**src/rtl/dig_spi_responder.sv**
```systemverilog
// SPI responder: oversampled 16-bit R/Wn+addr+data frames into an 8-bit register file, serial read-back on sdout.
// Latency: pin edges act 3 clk later, wr_stb 1 clk after the 16th sample; no backpressure (master paces every transfer).
module dig_spi_responder #(
  parameter int NUM_REGS = 32,
  parameter bit CPOL     = 1'b1
) (
  input  logic       clk,
  input  logic       rst_n,
  input  logic       sen_n,
  input  logic       sclk,
  input  logic       sdata,
  output logic       sdout,
  output logic       sdout_oe,
  output logic       wr_stb,
  output logic [6:0] wr_addr,
  output logic [7:0] wr_data,
  input  logic [6:0] cfg_addr,
  output logic [7:0] cfg_data,
  output logic       frame_err
);

  localparam int         AW    = (NUM_REGS > 1) ? $clog2(NUM_REGS) : 1;
  localparam logic [7:0] NREGS = 8'(NUM_REGS);

  typedef enum logic [1:0] {IDLE, ADDR, DATA, DONE} state_t;

  logic [2:0] sen_sync_q, sclk_sync_q;
  logic [1:0] sdat_sync_q;

  state_t     state_q, state_d;
  logic [3:0] cnt_q, cnt_d;
  logic [7:0] sh_q, sh_d;
  logic       rw_q, rw_d;
  logic [6:0] addr_q, addr_d;
  logic [7:0] rd_shift_q, rd_shift_d;
  logic       sdout_q, sdout_d;
  logic       oe_q, oe_d;
  logic       wr_stb_q, wr_stb_d;
  logic [6:0] wr_addr_q, wr_addr_d;
  logic [7:0] wr_data_q, wr_data_d;
  logic       ferr_q, ferr_d;
  logic       ovl_q, ovl_d;
  logic [7:0] regs_q [NUM_REGS];
  logic [7:0] regs_d [NUM_REGS];

  logic       sen_rise, sen_fall, sclk_rise, sclk_fall;
  logic [7:0] byte_in, rd_val;
  logic       in_ok, addr_ok;

  assign sen_rise  =  sen_sync_q[1]  & ~sen_sync_q[2];
  assign sen_fall  = ~sen_sync_q[1]  &  sen_sync_q[2];
  assign sclk_rise =  sclk_sync_q[1] & ~sclk_sync_q[2];
  assign sclk_fall = ~sclk_sync_q[1] &  sclk_sync_q[2];
  assign byte_in   = {sh_q[6:0], sdat_sync_q[1]};
  assign in_ok     = {1'b0, byte_in[6:0]} < NREGS;
  assign addr_ok   = {1'b0, addr_q} < NREGS;
  assign rd_val    = in_ok ? regs_q[byte_in[AW-1:0]] : 8'h00;

  always_ff @(posedge clk or negedge rst_n) begin
    if (!rst_n) begin
      sen_sync_q  <= 3'b111;
      sclk_sync_q <= {3{CPOL}};
      sdat_sync_q <= 2'b00;
    end else begin
      sen_sync_q  <= {sen_sync_q[1:0], sen_n};
      sclk_sync_q <= {sclk_sync_q[1:0], sclk};
      sdat_sync_q <= {sdat_sync_q[0], sdata};
    end
  end

  always_comb begin
    state_d    = state_q;
    cnt_d      = cnt_q;
    sh_d       = sh_q;
    rw_d       = rw_q;
    addr_d     = addr_q;
    rd_shift_d = rd_shift_q;
    sdout_d    = sdout_q;
    oe_d       = oe_q;
    wr_stb_d   = 1'b0;
    wr_addr_d  = wr_addr_q;
    wr_data_d  = wr_data_q;
    ferr_d     = 1'b0;
    ovl_d      = ovl_q;
    regs_d     = regs_q;

    // sen_n edges take priority over any SCLK edge seen in the same cycle.
    if (state_q != IDLE && sen_rise) begin
      state_d = IDLE;
      oe_d    = 1'b0;
      sdout_d = 1'b0;
      ferr_d  = (state_q != DONE) || ovl_q;
    end else if (sen_fall) begin
      state_d = ADDR;
      cnt_d   = 4'd0;
      ovl_d   = 1'b0;
      oe_d    = 1'b0;
      sdout_d = 1'b0;
    end else begin
      case (state_q)
        ADDR: begin
          if (sclk_rise) begin
            sh_d  = byte_in;
            cnt_d = cnt_q + 4'd1;
            if (cnt_q == 4'd7) begin
              rw_d    = byte_in[7];
              addr_d  = byte_in[6:0];
              state_d = DATA;
              if (byte_in[7]) begin
                rd_shift_d = rd_val;
                oe_d       = 1'b1;
                sdout_d    = rd_val[7];
              end
            end
          end
        end
        DATA: begin
          if (sclk_rise) begin
            sh_d  = byte_in;
            cnt_d = cnt_q + 4'd1;
            if (cnt_q == 4'd15) begin
              state_d = DONE;
              if (!rw_q && addr_ok) begin
                wr_stb_d  = 1'b1;
                wr_addr_d = addr_q;
                wr_data_d = byte_in;
                if (addr_q == 7'd0 && byte_in[0]) begin
                  for (int i = 0; i < NUM_REGS; i++) regs_d[i] = 8'h00;
                end else begin
                  regs_d[addr_q[AW-1:0]] = byte_in;
                end
              end
            end
          end else if (sclk_fall && rw_q) begin
            // Launch the current MSB then shift, so both CPOL settings present bit 7 on the 9th rising edge.
            sdout_d    = rd_shift_q[7];
            rd_shift_d = {rd_shift_q[6:0], 1'b0};
          end
        end
        DONE: begin
          // Only rising edges count as extra bits; with CPOL=0 the 16th falling edge lands here legitimately.
          if (sclk_rise) ovl_d = 1'b1;
        end
        default: ;
      endcase
    end
  end

  always_ff @(posedge clk or negedge rst_n) begin
    if (!rst_n) begin
      state_q    <= IDLE;
      cnt_q      <= 4'd0;
      sh_q       <= 8'h00;
      rw_q       <= 1'b0;
      addr_q     <= 7'd0;
      rd_shift_q <= 8'h00;
      sdout_q    <= 1'b0;
      oe_q       <= 1'b0;
      wr_stb_q   <= 1'b0;
      wr_addr_q  <= 7'd0;
      wr_data_q  <= 8'h00;
      ferr_q     <= 1'b0;
      ovl_q      <= 1'b0;
      regs_q     <= '{default: 8'h00};
    end else begin
      state_q    <= state_d;
      cnt_q      <= cnt_d;
      sh_q       <= sh_d;
      rw_q       <= rw_d;
      addr_q     <= addr_d;
      rd_shift_q <= rd_shift_d;
      sdout_q    <= sdout_d;
      oe_q       <= oe_d;
      wr_stb_q   <= wr_stb_d;
      wr_addr_q  <= wr_addr_d;
      wr_data_q  <= wr_data_d;
      ferr_q     <= ferr_d;
      ovl_q      <= ovl_d;
      regs_q     <= regs_d;
    end
  end

  assign sdout     = sdout_q;
  assign sdout_oe  = oe_q;
  assign wr_stb    = wr_stb_q;
  assign wr_addr   = wr_addr_q;
  assign wr_data   = wr_data_q;
  assign frame_err = ferr_q;
  assign cfg_data  = ({1'b0, cfg_addr} < NREGS) ? regs_q[cfg_addr[AW-1:0]] : 8'h00;

endmodule

```
**config.mk**
```make
export PLATFORM = sky130hd
export DESIGN_NAME = dig_spi_responder
export DESIGN_NICKNAME = d
export VERILOG_FILES = /design/src/rtl/dig_spi_responder.sv
export SDC_FILE = /design/constraint.sdc
export NUM_CORES = 1
export LEC_CHECK = 0
export ABC_AREA = 1
export BUFFER_PORTS_ARGS = -buffer_cell sky130_fd_sc_hd__buf_2
export CELL_PAD_IN_SITES_DETAIL_PLACEMENT = 0
export CELL_PAD_IN_SITES_GLOBAL_PLACEMENT = 1
export CORE_ASPECT_RATIO = 1.5
export CORE_MARGIN = 2
export CORE_UTILIZATION = 40
export DETAILED_ROUTE_END_ITERATION = 6
export PLACE_DENSITY = 0.71
export SETUP_SLACK_MARGIN = 0.15
export SLEW_MARGIN = 15
export SYNTH_ARGS = -nofsm -noshare
export SYNTH_HDL_FRONTEND = slang
export SYNTH_SLANG_ARGS = --single-unit
```
**constraint.sdc**
```tcl
create_clock -name clk -period 4.93 [get_ports clk]
set_clock_uncertainty 0.05 [all_clocks]
set_input_delay 0.2465 -clock clk [delete_from_list [all_inputs] [get_ports clk]]
set_output_delay 0.2465 -clock clk [all_outputs]
set_load 0.03 [all_outputs]
```
==> run_results.csv, run 1 <==
group,metric,value,unit
setup_path,crit_chain,"buf_4 -> clkinv_2 -> buf_4 -> buf_4 -> o21ai_0 -> o221ai_1 -> nand3_1 -> nand2_1 -> nor2_1 -> nor2_1 -> buf_2",
synthesis,synth.cell_area,0.0166,sq mm
finish,diodes,0,
setup_path,slowest_delay,0.51,ns
synthesis,async_flop_share,100,%
global_route,grt_pass1_wl,96.3,mm
setup_path,cpLargestDelayFamily,"buffers and inverters",
setup_path,reg2reg_from,"sdat_sync_q[1]",
power,ir_drop,0.237,mV
setup_path,crit_top_cell,"buf_4",
hold_path,hp-start,"sdata",
clock_tree,clk_pin_slew,0.06,ns
floorplanning,core-area,0.0410,sq mm
global_route,grt_max_degree,114,
clock_tree,numClockSinks,313,
run_status,outcome,"completed",
route,vias,15773,
timing,tns,0,ns
timing,slew_headroom,25.8,%
power,p_per_area,412,mW/mm^2
floorplanning,initial_core_util,40.5,%
route,drc,0,
hold_path,min-delay-path-class,"input port to register",
setup_path,path_buf_inv,5,
clock_tree,cts_tree,"yes",
setup_path,crit_type,"input port to primary output",
synthesis,yosysTopAreaCell,"dfrtp_1",
clock_tree,root_buffer,"clkbuf_16",
floorplanning,num_rows,91,
place,gp_congestion,0.892,
setup_path,cp.depth,11,
timing,finalCritPeriodShare,65.2,%
finish,multi_input_area,0.00784,sq mm
synthesis,syn_inst,2190,
timing,worst_pin_slew,1.11,ns
route,postRouteWirelength,63.1,mm
floorplanning,ioPinCount,39,
power,p_switching,2540,uW
finish,seqCellArea,0.00785,sq mm
synthesis,syn_nets,2207,
clock_tree,clk_latency,0.55,ns
floorplanning,dieArea,0.0432,sq mm
global_route,grt_pass1_vias,15339,
floorplanning,die_w,170,microns
timing,fmax,0.311,GHz
setup_path,cp_max_fo,48,
place,post_dp_cell_area,0.0169,sq mm
synthesis,ys_types,37,
global_route,grt-ovfl-total,0,
timing,rsz0062_at_grt,"false",
clock_tree,postCtsSetupBuffers,0,
power,combPwrFrac,23.4,%
route,viasPerCell,5.85,
job,maxCapViolCount,0,
finish,final_area,0.0183,sq mm
global_route,grt_usage,29.6,%
setup_path,cp-end-kind,"primary output",
clock_tree,htreeDepth,2,
setup_path,r2r_slack,1.87,ns
synthesis,synth_flop_cell,"dfrtp_1",
place,dp.final_hpwl,40.7,mm
setup_path,rr_endpoint,"sdout",
synthesis,yosys_register_bits,313,
timing,final_hold_viol_count,0,
finish,drive_gt1_share,8.74,%
hold_path,hold_depth,2,
global_route,antenna_found_initial,1,
finish,nets,2175,
floorplanning,die_h,253,microns
place,port_buffers,38,
power,power.static_leakage,0.00788,uW
synthesis,yosys-top-cells-area,"dfrtp_1, nand2_1, nand3_1",
synthesis,synth.top_cell.area_share,46.3,%
synthesis,ys_seq_area_share,47.2,%
route,first_pass_iters,6,
timing,setup-violations-final,0,
power,switching_share,33.8,%
finish,areaGrowthSynthToFinish,10.2,%
route,wl_per_cell,23.4,microns
power,p_clk_share,40.2,%
setup_path,arrival,2.92,ns
setup_path,ff2ff_path_depth,12,
clock_tree,clockBufferDepth,3,
hold_path,holdPathEnd,"sdat_sync_q[0]",
synthesis,syn_area_per_cell,7.58,sq um
timing,final_max_slew_viol_count,0,
synthesis,yosys_warnings,0,
power,internal_power,4990,uW
setup_path,cp.required,4.63,ns
power,seqPwrFrac,36.4,%
route,final_antenna_net_count,0,
timing,period_minus_slack,3.22,ns
finish,nFillCells,4172,
clock_tree,cts_buffers,36,
setup_path,start_kind,"input port",
synthesis,synth_edf_count,0,
route,drt_iter0_markers,1616,
setup_path,slowest_stage,"buf_4",
## worst reg2reg max path: cells and delay by family (launching register included)
| family | cells | cell delay, ns |
|---|---|---|
| DFF | 1 | 0.73 |
| buffers and inverters | 2 | 1.10 |
| and+or+nand+nor | 10 | 1.13 |
## area by class of cell
cell class | count | share of cell area, %
Inverter | 40 | 0.842
Multi-Input combinational cell | 1696 | 42.9
Sequential cell | 313 | 42.9
Clock inverter | 19 | 1.58
Timing Repair Buffer | 71 | 2.65
Tap cell | 511 | 3.50
Clock buffer | 47 | 5.65
## how the worst max path moves through the flow
stage | start | to | slack [ns]
floorplan | cfg_addr[0] | cfg_data[3] | 2.97
global placement | cfg_addr[0] | cfg_data[7] | 1.80
detailed placement | cfg_addr[0] | cfg_data[4] | 1.76
CTS | cfg_addr[0] | cfg_data[4] | 1.74
global route | cfg_addr[0] | cfg_data[5] | 1.51
finish | cfg_addr[0] | cfg_data[1] | 1.71
## cell usage in the layout (no fill, tap or decap), types with 3 or more instances in the layout
cell and instances:
nand2_1 671, dfrtp_1 305, nand3_1 240, o21ai_0 217, o21ai_1 209, nor2_1 196
o221ai_1 56, clkbuf_16 37, buf_2 36, nand2_2 33, inv_1 30, buf_4 28
a21oi_1 21, o211ai_1 16, nor3_1 10, nand2_4 8, clkinv_2 7, clkbuf_8 7
bufinv_16 7, dfstp_2 6, ha_1 5, inv_2 4, clkinv_1 4, dlygate4sd3_1 4
clkbuf_1 3, clkinvlp_4 3
## metal layers
metal  vias up  global-route usage (%)  part of all wire (%)
li1       7320                       -                     -
met3       163                    3.96                   6.3
met1      7602                    36.6                    39
met2       686                    49.3                    48
met5         -                       0                 0.021
met4         2                    17.7                   6.4
## metrics by stage
stage | std cells | hold slack (ns) | utilization (%) | power [uW] | setup slack, ns
after floorplan | 2190 | -0.0991 | - | 3860 | 2.97
after global placement | 2627 | 0.298 | 41.3 | 4500 | 1.80
after detailed placement | 2627 | 0.285 | 41.3 | 4520 | 1.76
after CTS | 2697 | 0.273 | 44.6 | 7560 | 1.74
after global routing | 2697 | 0.301 | 44.6 | 7820 | 1.51
final | 2697 | 0.289 | 44.6 | 7530 | 1.71
## cells by family (layout without fill, tap and decap cells)
kind of cell / Yosys count / after routing / share of synthesized area (%)
xor gates and xnor gates: 2 / 2 / 0.106
buffers and inverters: 181 / 177 / 5.51
and+or+nand+nor: 1168 / 1168 / 29.5
adders and majority gates: 5 / 5 / 0.377
DFF: 313 / 313 / 47.2
AOI/OAI and AO/OA: 521 / 521 / 17.3
## cell usage after synthesis, drive strengths merged (2+ instances only)
master / instances
inv: 35
nor2: 197
a21oi: 21
nand3: 241
o211ai: 16
clkinv: 5
nand2: 712
o21ai: 426
nand4: 2
o221ai: 56
nor3: 10
dfrtp: 307
ha: 5
buf: 85
dfstp: 6
clkbuf: 56
## sequential cells by signal, summed over array words and instances (netlist names)
register / count
addr_q: 7
cnt_q: 4
frame_err: 1
ovl_q: 1
rd_shift_q: 8
regs_q: 256
rw_q: 1
sclk_sync_q: 3
sdat_sync_q: 2
sdout: 1
sdout_oe: 1
sen_sync_q: 3
sh_q: 7
state_q: 2
wr_addr: 7
wr_data: 8
wr_stb: 1
## power groups by stage
stage | Clock, uW | Sequential [uW] | Combinational (uW)
2_1_floorplan | 0 | 2760 | 1110
3_3_place_gp | 0 | 2790 | 1720
3_5_place_dp | 0 | 2790 | 1730
4_1_cts | 3070 | 2740 | 1740
5_1_grt | 3160 | 2750 | 1910
6_report | 3030 | 2740 | 1760
## what timing repair did
| item | in CTS | in global routing |
|---|---|---|
| gates resized for setup | 0 | 0 |
| hold buffers | 4 | 0 |
| hold endpoints to repair | 112 | 0 |
(Power assumes the default switching activity.)
==> run 2: changes to the inputs <==
ABC_AREA = 0   (was 1)
PLACE_DENSITY = 0.65   (was 0.71)
clock period = 3.3 ns   (was 4.93 ns; I/O delays follow)
==> run 2 against run 1 <==
The flow now finishes with violations (design-rule violations). Worst setup slack worse by 1.3 ns. Critical path depth is 6 lower. Sequential power is 47% higher. Cell count is 31% lower. Via count is 23% lower. Core utilization is 2.0 points higher. Die area is 3.3% lower. Clock power is 26% higher. Sequential cell count stayed put. Critical endpoint unchanged.
==> run_results.csv, run 2 <==
group,metric,value,unit
run_status,outcome,"finished with violations",
run_status,violations,"design-rule violations",
clock_tree,postCtsSetupBuffers,0,
finish,final_common_cell,"dfrtp_1",
hold_path,min-delay-path-class,"input port to register",
hold_path,hp-start,"sclk",
setup_path,rr_endpoint,"rd_shift_q[5]",
synthesis,syn_inst,1274,
global_route,grt_usage,27.1,%
global_route,grt_pass1_vias,12380,
setup_path,path_buf_inv,1,
floorplanning,ioPinCount,39,
floorplanning,num_rows,89,
global_route,antenna_found_initial,3,
power,p_switching,3220,uW
synthesis,synth.most_common_cell,"dfrtp_1",
route,viasPerCell,6.52,
timing,tns,0,ns
synthesis,yosys-top-cells-area,"dfrtp_1, mux4_2, a22o_1",
hold_path,holdPathEnd,"sclk_sync_q[0]",
floorplanning,dieArea,0.0417,sq mm
synthesis,yosys-top-cells-count,"dfrtp_1, a22o_1, mux4_2",
setup_path,crit_top_cell,"mux4_2",
clock_tree,htreeDepth,2,
clock_tree,cts_tree,"yes",
place,gp_congestion,0.896,
finish,nets,1354,
clock_tree,clk_pin_slew,0.06,ns
route,final_antenna_net_count,0,
power,p_per_area,551,mW/mm^2
timing,period_minus_slack,2.89,ns
synthesis,ys_seq_area_share,48.9,%
power,switching_share,31.9,%
route,drt_iter0_markers,1049,
floorplanning,initial_core_util,40.7,%
setup_path,crit_chain,"mux4_2 -> mux4_2 -> o21ai_0 -> nor3_1 -> buf_2",
timing,finalCritPeriodShare,87.6,%
timing,slew_headroom,35.7,%
setup_path,cp.required,3.08,ns
setup_path,arrival,2.67,ns
setup_path,ff2ff_path_depth,8,
clock_tree,clockBufferDepth,3,
floorplanning,die_h,249,microns
place,dp.final_hpwl,38.9,mm
floorplanning,core-area,0.0394,sq mm
timing,setup-violations-final,0,
setup_path,r2r_slack,0.43,ns
global_route,grt_max_degree,104,
synthesis,yosys_warnings,0,
global_route,grt_pass1_wl,84.3,mm
timing,worst_pin_slew,0.964,ns
finish,areaGrowthSynthToFinish,14.6,%
timing,rsz0062_at_grt,"false",
clock_tree,clk_latency,0.53,ns
timing,final_hold_viol_count,0,
place,port_buffers,38,
floorplanning,die_w,167,microns
setup_path,cpLargestDelayFamily,"multiplexers",
finish,drive_gt1_share,24.6,%
route,wl_per_cell,30.1,microns
timing,finalWorstSetupSlack,0.410,ns
finish,largest_register_ffs,256,
power,p_clk_share,37.9,%
synthesis,synth.cell_area,0.0160,sq mm
synthesis,yosys_register_bits,313,
place,dp_slack,0.452,ns
job,maxCapViolCount,0,
synthesis,yosysTopAreaCell,"dfrtp_1",
setup_path,start_kind,"register",
route,postRouteWirelength,56.0,mm
setup_path,slowest_delay,0.55,ns
timing,fmax,0.346,GHz
setup_path,reg2reg_from,"sh_q[0]",
power,seqPwrFrac,40.0,%
finish,final_cell_mix,"dfrtp_1, a22o_1, mux4_2",
timing,final_max_slew_viol_count,0,
synthesis,syn_nets,1291,
power,power.static_leakage,0.00828,uW
finish,regMostFlops,"regs_q",
route,drc,3,
setup_path,cp-end-kind,"primary output",
clock_tree,cts_resized,0,
hold_path,hold_depth,2,
power,ir_drop,0.301,mV
setup_path,cp_max_fo,3,
clock_tree,root_buffer,"clkbuf_16",
clock_tree,numClockSinks,313,
route,first_pass_iters,7,
synthesis,ys_types,53,
synthesis,syn_area_per_cell,12.6,sq um
setup_path,slowest_stage,"mux4_2",
synthesis,synth.top_cell.area_share,47.9,%
synthesis,synth_flop_cell,"dfrtp_1",
power,internal_power,6890,uW
synthesis,async_flop_share,100,%
route,vias,12106,
synthesis,synth_edf_count,0,
global_route,grt-ovfl-total,0,
setup_path,crit_type,"register to primary output",
clock_tree,cts_buffers,35,
power,combPwrFrac,22.2,%
[run 2: routing by layer]
| layer | vias up | GRT usage (%) | wire, microns |
|---|---|---|---|
| met2 | 473 | 45.1 | 28000 |
| li1 | 5128 | - | - |
| met1 | 6376 | 34.4 | 21800 |
| met5 | - | 0 | 13 |
| met3 | 127 | 3.45 | 2920 |
| met4 | 2 | 14.6 | 3310 |
[run 2: cells by family after synthesis]
group	after synthesis	synth area share, %
mux	214	21.2
fa+ha+maj	5	0.390
buf+inv	123	3.29
xor+xnor	2	0.109
compound gates	386	19.2
flops	313	48.9
simple gates	231	6.96
[run 2: power groups by stage]
stage / combinational [uW] / sequential [uW] / clock [uW]
after floorplan: 1380 / 3990 / 0
after global routing: 2350 / 4050 / 4040
final: 2240 / 4040 / 3830
after CTS: 2230 / 4040 / 3890
after global placement: 2210 / 4110 / 0
after detailed placement: 2220 / 4110 / 0
[run 2: worst max path at each step]
stage,end,slack (ns),depth (start not counted),from
after CTS,rd_shift_q[5],0.44,8,sh_q[0]
after floorplan,cfg_data[6],0.90,8,cfg_addr[1]
after detailed placement,rd_shift_q[5],0.45,8,sh_q[0]
after global placement,regs_q[166],0.49,8,state_q[0]
after global routing,regs_q[148],0.24,8,state_q[0]
final,cfg_data[1],0.41,5,regs_q[185]
[run 2: through the flow]
step	hold slack [ns]	util, %	cells	power [uW]	instance area (sq um)
floorplan	-0.181	-	1274	5370	16000
global placement	0.223	43.7	1796	6320	17200
detailed placement	0.221	43.7	1796	6340	17200
CTS	0.220	46.6	1856	10200	18400
global route	0.238	46.6	1857	10400	18400
finish	0.231	46.6	1857	10100	18400
[run 2: cell type report]
type	count	area (sq um)
Fill cell	3613	21000
Sequential cell	313	7850
Multi-Input combinational cell	838	7680
Timing Repair Buffer	140	1090
Clock buffer	47	991
Tap cell	500	626
Clock inverter	9	101
Inverter	9	33.8
Antenna cell	1	2.50
[run 2: what timing repair did]
action,in CTS,in global routing
endpoints found under the setup margin,0,0
hold buffers,4,0
endpoints found under the hold margin,99,0
